--- src/rtl/hvintr.sv ---
// hvintr: VS-level interrupt request arbiter for the hypervisor extension.
// Picks the highest-priority eligible VS interrupt (VSEI > VSSI > VSTI),
// holds a request until the trap unit acks or the source goes away, and
// inserts a one-cycle HOLD after an ack so trap CSR writes settle first.
// Optional feature macro: HVINTR_HGEI_EN (adds the HGEIP port and a
// 2-flop synchronizer feeding VSEI through hstatus.VGEIN).

package hvintr_pkg;
    typedef struct packed {
        int unsigned XLEN;
        logic [1:0]  M_MODE;
        logic [1:0]  S_MODE;
        logic [1:0]  U_MODE;
    } cvw_t;

    localparam cvw_t CVW_DEFAULT = '{XLEN: 64, M_MODE: 2'b11, S_MODE: 2'b01, U_MODE: 2'b00};
endpackage

module hvintr #(
    parameter hvintr_pkg::cvw_t P      = hvintr_pkg::CVW_DEFAULT,
    parameter int unsigned      GEILEN = 8
) (
    input  logic                clk,
    input  logic                reset_n,
    input  logic [11:0]         HVIP_REGW,
    input  logic [11:0]         MIP_REGW,
    input  logic [11:0]         HIE_REGW,
    input  logic [11:0]         HIDELEG_REGW,
    input  logic [P.XLEN-1:0]   HSTATUS_REGW,
    input  logic                VSSTATUS_SIE,
    input  logic [1:0]          PrivilegeModeW,
    input  logic                VirtModeW,
    input  logic                IntAckM,
`ifdef HVINTR_HGEI_EN
    input  logic [GEILEN-1:0]   HGEIP,
`endif
    output logic                IntReqM,
    output logic [3:0]          IntCauseM,
    output logic                IntTakenM
);

    localparam logic [1:0] IDLE = 2'd0;
    localparam logic [1:0] REQ  = 2'd1;
    localparam logic [1:0] HOLD = 2'd2;

    localparam logic [3:0] CAUSE_VSEI = 4'd9;
    localparam logic [3:0] CAUSE_VSSI = 4'd1;
    localparam logic [3:0] CAUSE_VSTI = 4'd5;

    logic [1:0]  r_state;
    logic [1:0]  w_state_next;
    logic [3:0]  r_cause;
    logic [3:0]  w_cause_next;
    logic        r_req;
    logic        r_taken;
    logic        w_taken_next;

    logic [11:0] w_pend;
    logic        w_hgei_sel;
    logic        w_elig_ei;
    logic        w_elig_si;
    logic        w_elig_ti;
    logic        w_any_elig;
    logic        w_global_en;
    logic [3:0]  w_winner;
    logic        w_cause_still;
    logic        w_unused;

    // Only a few bits of the CSR inputs matter; fold the rest away.
    assign w_unused = ^{HVIP_REGW, MIP_REGW, HIE_REGW, HIDELEG_REGW, HSTATUS_REGW};

`ifdef HVINTR_HGEI_EN
    logic [GEILEN-1:0] r_sync1;
    logic [GEILEN-1:0] r_sync2;
    logic [5:0]        w_vgein;

    // Two-flop synchronizer for the asynchronous guest external lines.
    always_ff @(posedge clk or negedge reset_n) begin
        if (!reset_n) begin
            r_sync1 <= '0;
            r_sync2 <= '0;
        end else begin
            r_sync1 <= HGEIP;
            r_sync2 <= r_sync1;
        end
    end

    assign w_vgein = HSTATUS_REGW[17:12];

    // VGEIN selects line VGEIN-1; 0 or anything past GEILEN selects nothing.
    always_comb begin
        w_hgei_sel = 1'b0;
        for (int unsigned i = 0; i < GEILEN; i++) begin
            if (w_vgein == 6'(i + 1)) begin
                w_hgei_sel = r_sync2[i];
            end
        end
    end
`else
    assign w_hgei_sel = 1'b0;
`endif

    assign w_pend     = HVIP_REGW | MIP_REGW;
    assign w_elig_ei  = (w_pend[10] | w_hgei_sel) & HIE_REGW[10] & HIDELEG_REGW[10];
    assign w_elig_si  = w_pend[2] & HIE_REGW[2] & HIDELEG_REGW[2];
    assign w_elig_ti  = w_pend[6] & HIE_REGW[6] & HIDELEG_REGW[6];
    assign w_any_elig = w_elig_ei | w_elig_si | w_elig_ti;

    // M-mode and V=0 fall out naturally: neither matches the U/S terms.
    assign w_global_en = VirtModeW &
                         ((PrivilegeModeW == P.U_MODE) |
                          ((PrivilegeModeW == P.S_MODE) & VSSTATUS_SIE));

    // Fixed priority encoder producing the guest-visible cause code.
    always_comb begin
        w_winner = 4'd0;
        if (w_elig_ei) begin
            w_winner = CAUSE_VSEI;
        end else if (w_elig_si) begin
            w_winner = CAUSE_VSSI;
        end else if (w_elig_ti) begin
            w_winner = CAUSE_VSTI;
        end
    end

    // Is the source behind the latched cause still eligible?
    always_comb begin
        w_cause_still = 1'b0;
        case (r_cause)
            CAUSE_VSEI: w_cause_still = w_elig_ei;
            CAUSE_VSSI: w_cause_still = w_elig_si;
            CAUSE_VSTI: w_cause_still = w_elig_ti;
            default:    w_cause_still = 1'b0;
        endcase
    end

    // Next-state logic; ack wins over cancel when both occur in REQ.
    always_comb begin
        w_state_next = r_state;
        w_cause_next = r_cause;
        w_taken_next = 1'b0;
        case (r_state)
            IDLE: begin
                if (w_global_en && w_any_elig) begin
                    w_state_next = REQ;
                    w_cause_next = w_winner;
                end
            end
            REQ: begin
                if (IntAckM) begin
                    w_state_next = HOLD;
                    w_taken_next = 1'b1;
                end else if (!w_global_en || !w_cause_still) begin
                    w_state_next = IDLE;
                end
            end
            HOLD: begin
                w_state_next = IDLE;
            end
            default: begin
                w_state_next = IDLE;
            end
        endcase
    end

    // State and registered outputs.
    always_ff @(posedge clk or negedge reset_n) begin
        if (!reset_n) begin
            r_state <= IDLE;
            r_cause <= 4'd0;
            r_req   <= 1'b0;
            r_taken <= 1'b0;
        end else begin
            r_state <= w_state_next;
            r_cause <= w_cause_next;
            r_req   <= (w_state_next == REQ);
            r_taken <= w_taken_next;
        end
    end

    assign IntReqM   = r_req;
    assign IntCauseM = r_cause;
    assign IntTakenM = r_taken;

endmodule

--- config.mk ---
export PLATFORM = sky130hd
export DESIGN_NAME = hvintr
export DESIGN_NICKNAME = d
export VERILOG_FILES = /design/src/rtl/hvintr.sv
export SDC_FILE = /design/constraint.sdc
export NUM_CORES = 1
export LEC_CHECK = 0
export ABC_AREA = 1
export BUFFER_PORTS_ARGS = -buffer_cell sky130_fd_sc_hd__buf_2
export CELL_PAD_IN_SITES_DETAIL_PLACEMENT = 0
export CELL_PAD_IN_SITES_GLOBAL_PLACEMENT = 1
export CORE_MARGIN = 2
export CORE_UTILIZATION = 10
export DETAILED_ROUTE_END_ITERATION = 6
export GPL_TIMING_DRIVEN = 0
export PLACE_DENSITY_LB_ADDON = 0.1
export SYNTH_ARGS = -nofsm -noshare
export SYNTH_HDL_FRONTEND = slang
export SYNTH_SLANG_ARGS = --single-unit
--- constraint.sdc ---
create_clock -name clk -period 2.55 [get_ports clk]
set_clock_uncertainty 0.2 [all_clocks]
set_input_delay 0.51 -clock clk [delete_from_list [all_inputs] [get_ports clk]]
set_output_delay 0.51 -clock clk [all_outputs]
set_load 0.01 [all_outputs]
Word level (Yosys, flattened, before mapping)

Index checks and enable logic that the tools add are counted.

Bits of input ports: 119
Register bits: 8

Bitwise operators: 12
Reductions and logical operators: 7
Equal/unequal tests: 6
Mux-type cells: 10

Operators with widths:

| kind                                          | count |
|---|---|
| bitwise OR 11 bit                             | 1 |
| AND 1 bit                                     | 8 |
| == test 2 x 1 -> 1 bit, second input constant | 3 |
| 2-to-1 mux 2 bit                              | 3 |
| 2-to-1 mux 3 bit                              | 2 |
| == test 4 x 1 -> 1 bit, second input constant | 1 |
| == test 4 x 3 -> 1 bit, second input constant | 1 |
| == test 4 bit, second input constant          | 1 |
| zero test 2 bit                               | 2 |
| 2-to-1 mux 4 bit                              | 1 |
| case mux 2 bit (2 select lines)               | 1 |
| bitwise OR 1 bit                              | 3 |
| case mux 1 bit (3 select lines)               | 1 |
| zero test 1 bit                               | 2 |
| 2-to-1 mux 1 bit                              | 2 |
| AND reduction 2 bit                           | 1 |
| logical AND 1 bit                             | 1 |
| logical OR 1 bit                              | 1 |

Logic depth before layout (Yosys ltp)

Depth in word-level cells: 10
Gate-level depth with buffers: 8

Worst setup path before layout

OpenSTA, ideal clock, no wires.

Kind: input -> register
Start: input PrivilegeModeW[1]
End: register r_cause[3] (netlist: IntCauseM[3])
Library setup time: 0.117 ns
Data arrival time: 0.976 ns
Stages: 8
Path slack: 1.258 ns
Path through: clkinv_1 > nand2_2 > nor2_2 > nand2_2 > inv_2 > nand2_2 > nand2_1 > nand2_1

Word-level cells in the longest chain between the ends: 6

RTL lines:

| what                                     | RTL line | source |
|---|---|---|
| start, declared                          | 31       | `input logic [1:0] PrivilegeModeW,` |
| == test 2 x 1 -> 1 bit                   | 112      | `((PrivilegeModeW == P.S_MODE) & VSSTATUS_SIE));` |
| AND 1 bit                                | 112      |  |
| bitwise OR 1 bit (*)                     | 111      | `((PrivilegeModeW == P.U_MODE) \|` |
| AND 1 bit (*)                            | 110      | `assign w_global_en = VirtModeW &` |
| logical AND 1 bit (*)                    | 144      | `if (w_global_en && w_any_elig) begin` |
| AND reduction 2 bit (no source line) (*) | -        |  |
| end signal, assigned                     | 175      | `r_cause <= w_cause_next;` |
| end, declared                            | 52       | `logic [3:0] r_cause;` |

Every way passes the cells marked *; elsewhere a longest branch is shown, timed or not.
A chain may end at the register's enable or synchronous reset.

Worst setup path in the final report

Start: register r_cause[2] (netlist: IntCauseM[2])
End: output IntCauseM[2]

RTL lines:

| what          | RTL line | source |
|---|---|---|
| end, declared | 38       | `output logic [3:0] IntCauseM,` |

No word-level cell between the ends.

==> key figures <==
Route
  • Via count: 417
  • Vias per cell: 3.04
  • Residual DRC: 0
  • Routed Wire Length: 1000 µm
  • Detailed Route Iter0 Violations: 7
  • Wire per inst: 7.31 µm
  • Post-DRT Antenna Nets: 0
  • Drt pass-1 iters: 4

Timing
  • RSZ-0062 raised after global routing: no
  • Fmax: 0.668 GHz
  • Setup Viol. Count Final: 0
  • Final number of hold-violating endpoints: 0
  • Crit path time final: 1.50 ns
  • Setup_tns: 0 ns
  • Final period util: 58.7%
  • Worst Slack Setup Final: 1.05 ns
  • Slew Viols, Final: 0

Die
  • Die Wd: 67.3 µm
  • # IOs: 125
  • Cell Rows: 22
  • Initial Util: 10.7%
  • Die ar.: 4530 µm²
  • Die height: 67.3 µm
  • Core Area: 3740 µm²

Critical path
  • CP Capture Type: output pin
  • Worst reg2reg path depth: 7
  • Crit path arrival time: 0.79 ns
  • CP Buf/Inv Count: 1
  • Reg2Reg Capture Point: IntReqM$_DFF_PN0_
  • Crit Path Max Fanout: 5
  • Critical Path Source Type: flop
  • Worst-path cell chain: buf_2
  • Slowest stage delay, CP: 0.41 ns
  • R2r startpoint: r_state[1]$_DFF_PN0_
  • Worst setup path category: reg -> out
  • Slowest-stage cell, CP: dfrtp_1
  • Reg2reg setup slack: 1.36 ns
  • Critical path's top delay family: flip-flops
  • Data required, critical path: 1.84 ns

GRT
  • Vias in the first global route: 422
  • GRT met3 Usage: 0.667%
  • Met1 Usage GRT: 6.05%
  • Overflow after GRT: 0
  • Largest net degree at the start of global routing: 8
  • Global route hottest layer: met2
  • GRT Util Overall: 5.05%
  • Met2 Use GR: 8.17%
  • Antenna violations before repair: 0
  • First-pass GRT wire length: 1700 µm

Clocking
  • Clock buffer depth: 2
  • CTS tree: done
  • Post-cts sizing count: 0
  • Clock transition at path regs: 0.04 ns
  • Clock buffer count from CTS: 3
  • Clock Latency Late Sink: 0.22 ns
  • Htree depth: 1
  • Root Driver: clkbuf_8
  • Clock sink total: 7

Synthesis
  • Area share of the largest cell type after synthesis: 43.8%
  • Area leader, netlist: dfrtp_1
  • Largest cells by area after synthesis: dfrtp_1 (44%), nand2_1 (14%), nor2_1 (12%)
  • Count of state elements after synthesis: 7
  • Register area share after synthesis: 43.8%
  • Post-synth cell types: 13
  • Synthesized netlist cell count: 61
  • Yosys warnings: 0
  • Mapped Nets: 180
  • Synth Cell Area: 400 µm²
  • Syn_area_per_cell: 6.56 µm²

Placement
  • Dpl ws: 1.05 ns
  • Detailed Place HPWL: 855 µm
  • Placed cells: 132
  • RD Place Congestion: 0.610
  • Number of port buffers: 23

Final layout
  • Nets: 209
  • Non-Filler Instances: 137
  • Share of cells above drive strength 1: 38.2%
  • Diode count: 0
  • Layout area overhead: 57.5%

Job
  • Max Cap Viol: 0

Min path
  • Worst hold path endpoint: IntCauseM[0]$_DFFE_PN0P_
  • Hold path start: IntCauseM[0]$_DFFE_PN0P_
  • Worst hold path depth: 2
  • Type of the tightest min-delay check: reg -> reg

Pwr
  • Leakage: 0.373 nW
  • Worst VDD drop: 95.8 µV
  • Power density cells: 555 nW/µm²

Outcome
  • Outcome: finished, final reports clean
-- where the power goes --
part	switching [mW]	total (mW)	internal [mW]
registers	0.00888	0.130	0.121
logic	0.0352	0.0659	0.0308
clock network	0.0459	0.154	0.108
total	0.0900	0.350	0.260
-- metal layers --
metal / vias to the layer above / part of all wire, %
met5: - / 0
met4: 0 / 1.9
met3: 2 / 9.8
met2: 17 / 41
met1: 172 / 48
li1: 226 / -
-- how the worst max path moves through the flow --
stage | start | end | slack, ns | cells after the start
floorplan | PrivilegeModeW[1] | IntCauseM[3]$_DFFE_PN0P_ | 1.26 | 8
global placement | PrivilegeModeW[1] | IntCauseM[3]$_DFFE_PN0P_ | 1.06 | 9
detailed placement | PrivilegeModeW[1] | IntCauseM[3]$_DFFE_PN0P_ | 1.05 | 9
CTS | IntCauseM[2]$_DFFE_PN0P_ | IntCauseM[2] | 1.03 | 1
global route | IntCauseM[2]$_DFFE_PN0P_ | IntCauseM[2] | 1.01 | 1
finish | IntCauseM[2]$_DFFE_PN0P_ | IntCauseM[2] | 1.05 | 1
-- synthesized netlist by cell type --
cell / n
inv_2: 2
buf_4: 1
nand2_1: 15
nor2_1: 13
nand2_2: 4
a21oi_1: 1
inv_1: 11
nor2_2: 1
dfrtp_1: 7
clkinv_1: 1
nand3_1: 3
conb_1: 1
o21ai_0: 1
-- cell type report --
cell class | instances | area, µm²
Multi-Input combinational cell | 39 | 165
Clock buffer | 4 | 45.0
Tap cell | 48 | 60.1
Buffer | 1 | 7.51
Timing Repair Buffer | 24 | 125
Inverter | 14 | 52.6
Sequential cell | 7 | 175
Fill cell | 449 | 3110
-- repair_timing --
| item | CTS | global route |
|---|---|---|
| hold buffers | 1 | 0 |
| setup buffers | 0 | 0 |
| endpoints found under the hold margin | 7 | 0 |
-- sequential cells by signal, summed over array words and instances (netlist names) --
signal / count
IntCauseM: 3
r_state: 2
IntReqM: 1
IntTakenM: 1
-- layout by cell type (no fill, tap or decap) --
cell / count
buf_2: 23
nand2_1: 15
nor2_1: 13
inv_1: 11
dfrtp_1: 7
nand2_2: 4
nand3_1: 3
clkbuf_8: 3
inv_2: 2
clkinv_1: 1
nor2_2: 1
o21ai_0: 1
a21oi_1: 1
buf_4: 1
conb_1: 1
clkbuf_1: 1
dlygate4sd3_1: 1
-- cells by family after synthesis --
kind of cell	share of synthesized area [%]
compound gates	2.50
other cells	0.937
buf+inv	15.0
simple gates	37.8
flops	43.8
-- through the flow --
stage	cell area (µm²)	power, mW	hold slack [ns]	utilization [%]
2_1_floorplan	400	0.167	0.0144	-
3_3_place_gp	576	0.198	0.160	15.4
3_5_place_dp	576	0.199	0.161	15.4
4_1_cts	631	0.359	0.301	16.8
5_1_grt	631	0.377	0.342	16.8
6_report	631	0.350	0.289	16.8
Note: power is estimated with default switching activity, not from simulation.
